`src/rtl/force_result_serializer.sv`:
```
// -----------------------------------------------------------------------------
// force_result_serializer
//
// Takes the 512-bit result beats from force_pipeline (16 fp32 lanes per beat),
// buffers them in a small beat FIFO and replays them one lane per cycle on a
// 32-bit AXI-Stream with backpressure. The producer has no ready, so beats that
// arrive while the FIFO is full (and no pop happens on that edge) are dropped,
// and the sticky overflow flag is raised.
//
// Optional feature macro: SKIP_ZERO_LANES_EN
//   defined   : lanes whose bits[30:0] are zero (+0.0 / -0.0) are skipped; tuser
//               still carries the true lane index and tlast marks the last
//               non-zero lane. An all-zero beat is popped and dropped silently.
//   undefined : every lane 0..15 is emitted in order, tlast on lane 15.
//
// Ports:
//   clk            system clock
//   rst            synchronous, active-high reset
//   s_axis_tdata   input beat, lane i = bits [32i+31:32i]
//   s_axis_tvalid  input beat valid (no ready; producer never stalls)
//   m_axis_tdata   current output lane
//   m_axis_tvalid  output lane valid
//   m_axis_tready  downstream ready
//   m_axis_tlast   final emitted lane of a beat
//   m_axis_tuser   lane index of m_axis_tdata
//   fifo_count     beats held in the FIFO (holding register excluded)
//   overflow       sticky, a beat was dropped since reset
//
// FSM:
//   state    | meaning
//   ST_IDLE  | holding register empty, pop the FIFO head when available
//   ST_SEND  | holding register has lanes left to emit
// -----------------------------------------------------------------------------
module force_result_serializer #(
  parameter int DATA_WIDTH = 512,
  parameter int LANE_WIDTH = 32,
  parameter int FIFO_DEPTH = 4
) (
  input  logic                          clk,
  input  logic                          rst,
  input  logic [DATA_WIDTH-1:0]         s_axis_tdata,
  input  logic                          s_axis_tvalid,
  output logic [LANE_WIDTH-1:0]         m_axis_tdata,
  output logic                          m_axis_tvalid,
  input  logic                          m_axis_tready,
  output logic                          m_axis_tlast,
  output logic [3:0]                    m_axis_tuser,
  output logic [$clog2(FIFO_DEPTH):0]   fifo_count,
  output logic                          overflow
);

  localparam int NUM_LANES = DATA_WIDTH / LANE_WIDTH;
  localparam int PTR_W     = $clog2(FIFO_DEPTH);
  localparam int CNT_W     = PTR_W + 1;
  localparam logic [CNT_W-1:0] DEPTH_CNT = CNT_W'(FIFO_DEPTH);

  typedef enum logic {
    ST_IDLE = 1'b0,
    ST_SEND = 1'b1
  } state_t;

  // ---------------------------------------------------------------------------
  // Registers
  // ---------------------------------------------------------------------------
  logic [DATA_WIDTH-1:0] mem_q [FIFO_DEPTH];
  logic [PTR_W-1:0]      wr_ptr_q, wr_ptr_d;
  logic [PTR_W-1:0]      rd_ptr_q, rd_ptr_d;
  logic [CNT_W-1:0]      cnt_q, cnt_d;
  logic [DATA_WIDTH-1:0] hold_q, hold_d;
  logic [3:0]            lane_q, lane_d;
  state_t                state_q, state_d;
  logic                  ovf_q, ovf_d;

  // ---------------------------------------------------------------------------
  // Combinational helpers
  // ---------------------------------------------------------------------------
  logic [DATA_WIDTH-1:0] head;
  logic                  fifo_empty;
  logic                  fifo_full;
  logic [NUM_LANES-1:0]  hold_nz;
  logic [NUM_LANES-1:0]  head_nz;
  logic [LANE_WIDTH-1:0] hold_lane [NUM_LANES];
  logic                  nxt_found;
  logic [3:0]            nxt_lane;
  logic                  first_found;
  logic [3:0]            first_lane;
  logic                  last_lane;
  logic                  hs;
  logic                  pop;
  logic                  push;

  assign head       = mem_q[rd_ptr_q];
  assign fifo_empty = (cnt_q == '0);
  assign fifo_full  = (cnt_q == DEPTH_CNT);

  // Lane view of HOLD plus per-lane "emit this lane" masks for HOLD and head.
  always_comb begin
    for (int i = 0; i < NUM_LANES; i++) begin
      hold_lane[i] = hold_q[i*LANE_WIDTH +: LANE_WIDTH];
`ifdef SKIP_ZERO_LANES_EN
      // sign bit ignored so both +0.0 and -0.0 count as zero
      hold_nz[i]   = |hold_q[i*LANE_WIDTH +: LANE_WIDTH-1];
      head_nz[i]   = |head[i*LANE_WIDTH +: LANE_WIDTH-1];
`else
      hold_nz[i]   = 1'b1;
      head_nz[i]   = 1'b1;
`endif
    end
  end

  // Next emitted lane above the current one, and first emitted lane of the
  // head beat. Scanning downward leaves the lowest matching index.
  always_comb begin
    nxt_found   = 1'b0;
    nxt_lane    = '0;
    first_found = 1'b0;
    first_lane  = '0;
    for (int i = NUM_LANES - 1; i >= 0; i--) begin
      if (hold_nz[i] && (4'(i) > lane_q)) begin
        nxt_found = 1'b1;
        nxt_lane  = 4'(i);
      end
      if (head_nz[i]) begin
        first_found = 1'b1;
        first_lane  = 4'(i);
      end
    end
  end

  // ---------------------------------------------------------------------------
  // Next-state / output logic
  // ---------------------------------------------------------------------------
  always_comb begin
    state_d       = state_q;
    lane_d        = lane_q;
    hold_d        = hold_q;
    pop           = 1'b0;
    m_axis_tvalid = (state_q == ST_SEND);
    last_lane     = !nxt_found;
    hs            = m_axis_tvalid && m_axis_tready;

    case (state_q)
      ST_IDLE: begin
        pop = !fifo_empty;
      end
      ST_SEND: begin
        if (hs) begin
          if (last_lane) begin
            // end of beat: refill from the FIFO on the same edge, no bubble
            pop     = !fifo_empty;
            state_d = ST_IDLE;
            lane_d  = '0;
          end else begin
            lane_d = nxt_lane;
          end
        end
      end
      default: begin
        state_d = ST_IDLE;
      end
    endcase

    // An all-zero beat (skip mode only) is consumed here and never shown.
    if (pop) begin
      hold_d  = head;
      lane_d  = first_lane;
      state_d = first_found ? ST_SEND : ST_IDLE;
    end
  end

  // A full FIFO still accepts a beat when the head leaves on the same edge.
  assign push = s_axis_tvalid && (!fifo_full || pop);

  always_comb begin
    wr_ptr_d = wr_ptr_q;
    rd_ptr_d = rd_ptr_q;
    cnt_d    = cnt_q;
    ovf_d    = ovf_q;
    if (push) begin
      wr_ptr_d = wr_ptr_q + 1'b1;
    end
    if (pop) begin
      rd_ptr_d = rd_ptr_q + 1'b1;
    end
    case ({push, pop})
      2'b10:   cnt_d = cnt_q + 1'b1;
      2'b01:   cnt_d = cnt_q - 1'b1;
      default: cnt_d = cnt_q;
    endcase
    if (s_axis_tvalid && !push) begin
      ovf_d = 1'b1;
    end
  end

  // ---------------------------------------------------------------------------
  // Sequential
  // ---------------------------------------------------------------------------
  always_ff @(posedge clk) begin
    if (rst) begin
      wr_ptr_q <= '0;
      rd_ptr_q <= '0;
      cnt_q    <= '0;
      hold_q   <= '0;
      lane_q   <= '0;
      state_q  <= ST_IDLE;
      ovf_q    <= 1'b0;
    end else begin
      wr_ptr_q <= wr_ptr_d;
      rd_ptr_q <= rd_ptr_d;
      cnt_q    <= cnt_d;
      hold_q   <= hold_d;
      lane_q   <= lane_d;
      state_q  <= state_d;
      ovf_q    <= ovf_d;
    end
  end

  // Beat storage needs no reset; pointers and count define what is live.
  always_ff @(posedge clk) begin
    if (push) begin
      mem_q[wr_ptr_q] <= s_axis_tdata;
    end
  end

  // ---------------------------------------------------------------------------
  // Outputs
  // ---------------------------------------------------------------------------
  assign m_axis_tdata = hold_lane[lane_q];
  assign m_axis_tuser = lane_q;
  assign m_axis_tlast = m_axis_tvalid && last_lane;
  assign fifo_count   = cnt_q;
  assign overflow     = ovf_q;

endmodule

```
`config.mk`:
```
export PLATFORM = sky130hd
export DESIGN_NAME = force_result_serializer
export DESIGN_NICKNAME = d
export VERILOG_FILES = /design/src/rtl/force_result_serializer.sv
export SDC_FILE = /design/constraint.sdc
export NUM_CORES = 2
export LEC_CHECK = 0
export CAP_MARGIN = 5
export CORE_UTILIZATION = 40
export DETAILED_ROUTE_END_ITERATION = 10
export PLACE_DENSITY = 0.6
export SETUP_SLACK_MARGIN = 0.15
export SYNTH_ARGS = -nofsm -noshare
export SYNTH_HDL_FRONTEND = slang
export SYNTH_SLANG_ARGS = --single-unit
```
`constraint.sdc`:
```
create_clock -name clk -period 19.4 [get_ports clk]
set_clock_uncertainty 0.05 [all_clocks]
set_input_delay 3.88 -clock clk [delete_from_list [all_inputs] [get_ports clk]]
set_output_delay 3.88 -clock clk [all_outputs]
set_load 0.01 [all_outputs]
```
==> results.cfg <==
[outcome]
status = finished clean

[synth]
synth_top_cell_by_area = edfxtp_1
synthTopCellsByArea = edfxtp_1 64%, mux4_2 16%, dfxtp_1 11%
syn_nets = 5693
synth_adder_area_share_pct = 0.0734
synth_cells = 5172
synth-compound-area-share_pct = 2.80
seq_area_frac_synth_pct = 75.5
synthXorXnorAreaFrac_pct = 0.0643
synth_most_common_cell = edfxtp_1
synthMuxAreaShare_pct = 15.9
async_reset_ff_share_pct = 0
yosys.cell_types.count = 34
netlist_area_sq_mm = 0.0954
synth_top_family_by_area = multiplexers
synthFlopType = edfxtp_1
synth_edf_count = 2048
syn_avg_cell_area_sq_um = 18.4
synth_top_area_share_pct = 64.5
yosys_warnings = 0
synthTopCellsByCount = 2048 x edfxtp_1, 1031 x nand2_1, 672 x mux4_2
synth-simple-area-share_pct = 4.20
ys_ff_latch = 2573

[clock_network]
cts_num_sinks = 2573
cts_tree = done
clk_pin_slew_ns = 0.06
cts_max_path_buffers = 4
htree_num_levels = 5
cts_setup_buffers = 0
ctsResizeCount = 0
clock_latency_ns = 0.93
root_buffer = clkbuf_16
hold_buffers = 0
cts_made_buffers = 288

[worst_setup_path]
worst-endpoint-required_ns = 15.47
timing.rr.end = mem_q[3][171]
rr_startpoint = m_axis_tuser[0]
crit_fanout = 40
crit_arrival_ns = 5.24
end_kind = output port
r2r_cells = 9
r2r_slack_ns = 13.13
worstSetupStartpointType = register
critical_path_class = register to output port

[timing]
worstMarginPinSlew_ns = 1.13
drv_slew = 0
finalSetupViolCount = 0
period_share_pct = 47.3
clock.fmax_mhz = 109
layout_min_cycle_time_ns = 9.17
rsz0062_at_grt = false
hold_viol_final = 0
tns_ns = 0
timing.hold.ws_ns = 0.400
max-slew-margin-rel_pct = 24.4

[placement]
place_congestion = 0.817
port_buffers = 557
dp_hpwl_um = 173000
place_area_sq_mm = 0.104

[floorplan]
initial_core_util_pct = 40.4
rows = 178
core-area_sq_mm = 0.236
die_y_um = 490
design.die.area_sq_mm = 0.240
die_w_um = 490
num_io_pins = 558

[min_path]
holdPathEnd = hold_q[43]
min-delay-start = hold_q[43]
whs_path_depth = 2
hp-class = register to register

[flow_run]
max_cap_viol_count = 0

[power]
power.leakage_uw = 0.0358
ir_worst_vdd_mv = 0.110
power_density_mw_per_mm2 = 138

[global_route]
grt_pass1_vias = 49888
antenna_found_initial = 191
grt_overflow = 0
grt_max_degree = 135
grt_util_all_layers_pct = 21.8
grt_pass1_wl_um = 373000

[final_layout]
final_nets = 6298
layout-drive-gt1-share_pct = 19.2
multi_input_area_sq_mm = 0.0220
area_delta_synth_final_pct = 18.8
fin_area_sq_mm = 0.113
fillers = 19776
regArea_sq_mm = 0.0720

[routing]
vias = 50138
first_iter_violations = 4843
drcViolationCount = 0
wl_per_cell_um = 28.7
wl_um = 265000
routed_via_density = 5.44
first_pass_iters = 5
ant_nets = 0
==> per-stage QoR <==
stage | util (%) | worst slack (ns) | instances | power [uW]
after floorplan | - | 2.33 | 5172 | 9450
after global placement | 44.2 | 9.61 | 8637 | 10700
after detailed placement | 44.2 | 9.59 | 8637 | 10700
after CTS | 47.9 | 10.03 | 9139 | 15900
after global routing | 48.0 | 9.92 | 9185 | 16300
final | 48.0 | 10.23 | 9217 | 15700
==> flip-flops by register name (all words and copies together), names as in the netlist <==
| signal | count |
|---|---|
| overflow | 1 |
| hold_q | 512 |
| rd_ptr_q | 2 |
| fifo_count | 3 |
| m_axis_tvalid | 1 |
| m_axis_tuser | 4 |
| wr_ptr_q | 2 |
| mem_q | 2048 |
==> layout by cell type, fill, tap and decap left out, drive strengths merged, types with 5 or more instances in the layout <==
cell	instances
bufinv	10
nor2	11
a21oi	517
mux4	672
clkinvlp	6
clkdlybuf4s50	556
diode	78
buf	82
dfxtp	525
clkinv	52
edfxtp	2048
inv	12
nand2	1031
nor3	5
clkbuf	427
==> cell families after synthesis <==
logic type / count (synthesis)
compound gates: 528
buf+inv: 328
mux: 673
flops: 2573
fa+ha+maj: 5
xor+xnor: 7
simple gates: 1058
==> critical path: stages, from the launching register on <==
cell             delay [ns]
dfxtp_4                0.76
buf_4                  0.77
buf_4                  0.79
mux4_2                 0.71
mux4_2                 0.48
clkdlybuf4s50_1        0.66
==> cell type report <==
| type | instances | share of cell area, % |
|---|---|---|
| multi-input combinational | 2271 | 19.4 |
| clock inverter | 75 | 0.583 |
| sequential | 2573 | 63.6 |
| antenna | 78 | 0.172 |
| timing repair buffer | 638 | 5.53 |
| clock buffer | 427 | 7.26 |
| inverter | 5 | 0.0166 |
| tap | 3150 | 3.48 |
==> report_power, final <==
group	switching, uW	leakage (uW)	internal, uW
registers	357	0.0231	6710
logic	2110	0.00831	1340
clock network	2100	0.00433	3060
total	4570	0.0358	11100
==> metal layers <==
layer | part of all wire (%) | up-vias | wire [um] | track usage (%)
met1 | 39 | 26168 | 104000 | 28.3
li1 | - | 21491 | - | -
met5 | 0.35 | - | 938 | 0
met4 | 4.0 | 144 | 10500 | 8.69
met3 | 8.9 | 588 | 23500 | 6.50
met2 | 47 | 1747 | 125000 | 34.4
==> worst max path at each step <==
stage / startpoint / endpoint / slack [ns] / depth (start not counted)
final: m_axis_tuser[0] / m_axis_tdata[11] / 10.23 / 5
after global routing: m_axis_tuser[0] / m_axis_tdata[11] / 9.92 / 5
after CTS: m_axis_tuser[0] / m_axis_tdata[7] / 10.03 / 5
after detailed placement: m_axis_tready / mem_q[3][239] / 9.59 / 10
after global placement: m_axis_tready / mem_q[3][239] / 9.61 / 10
after floorplan: m_axis_tready / mem_q[0][0] / 2.33 / 5
(Power assumes the default switching activity.)
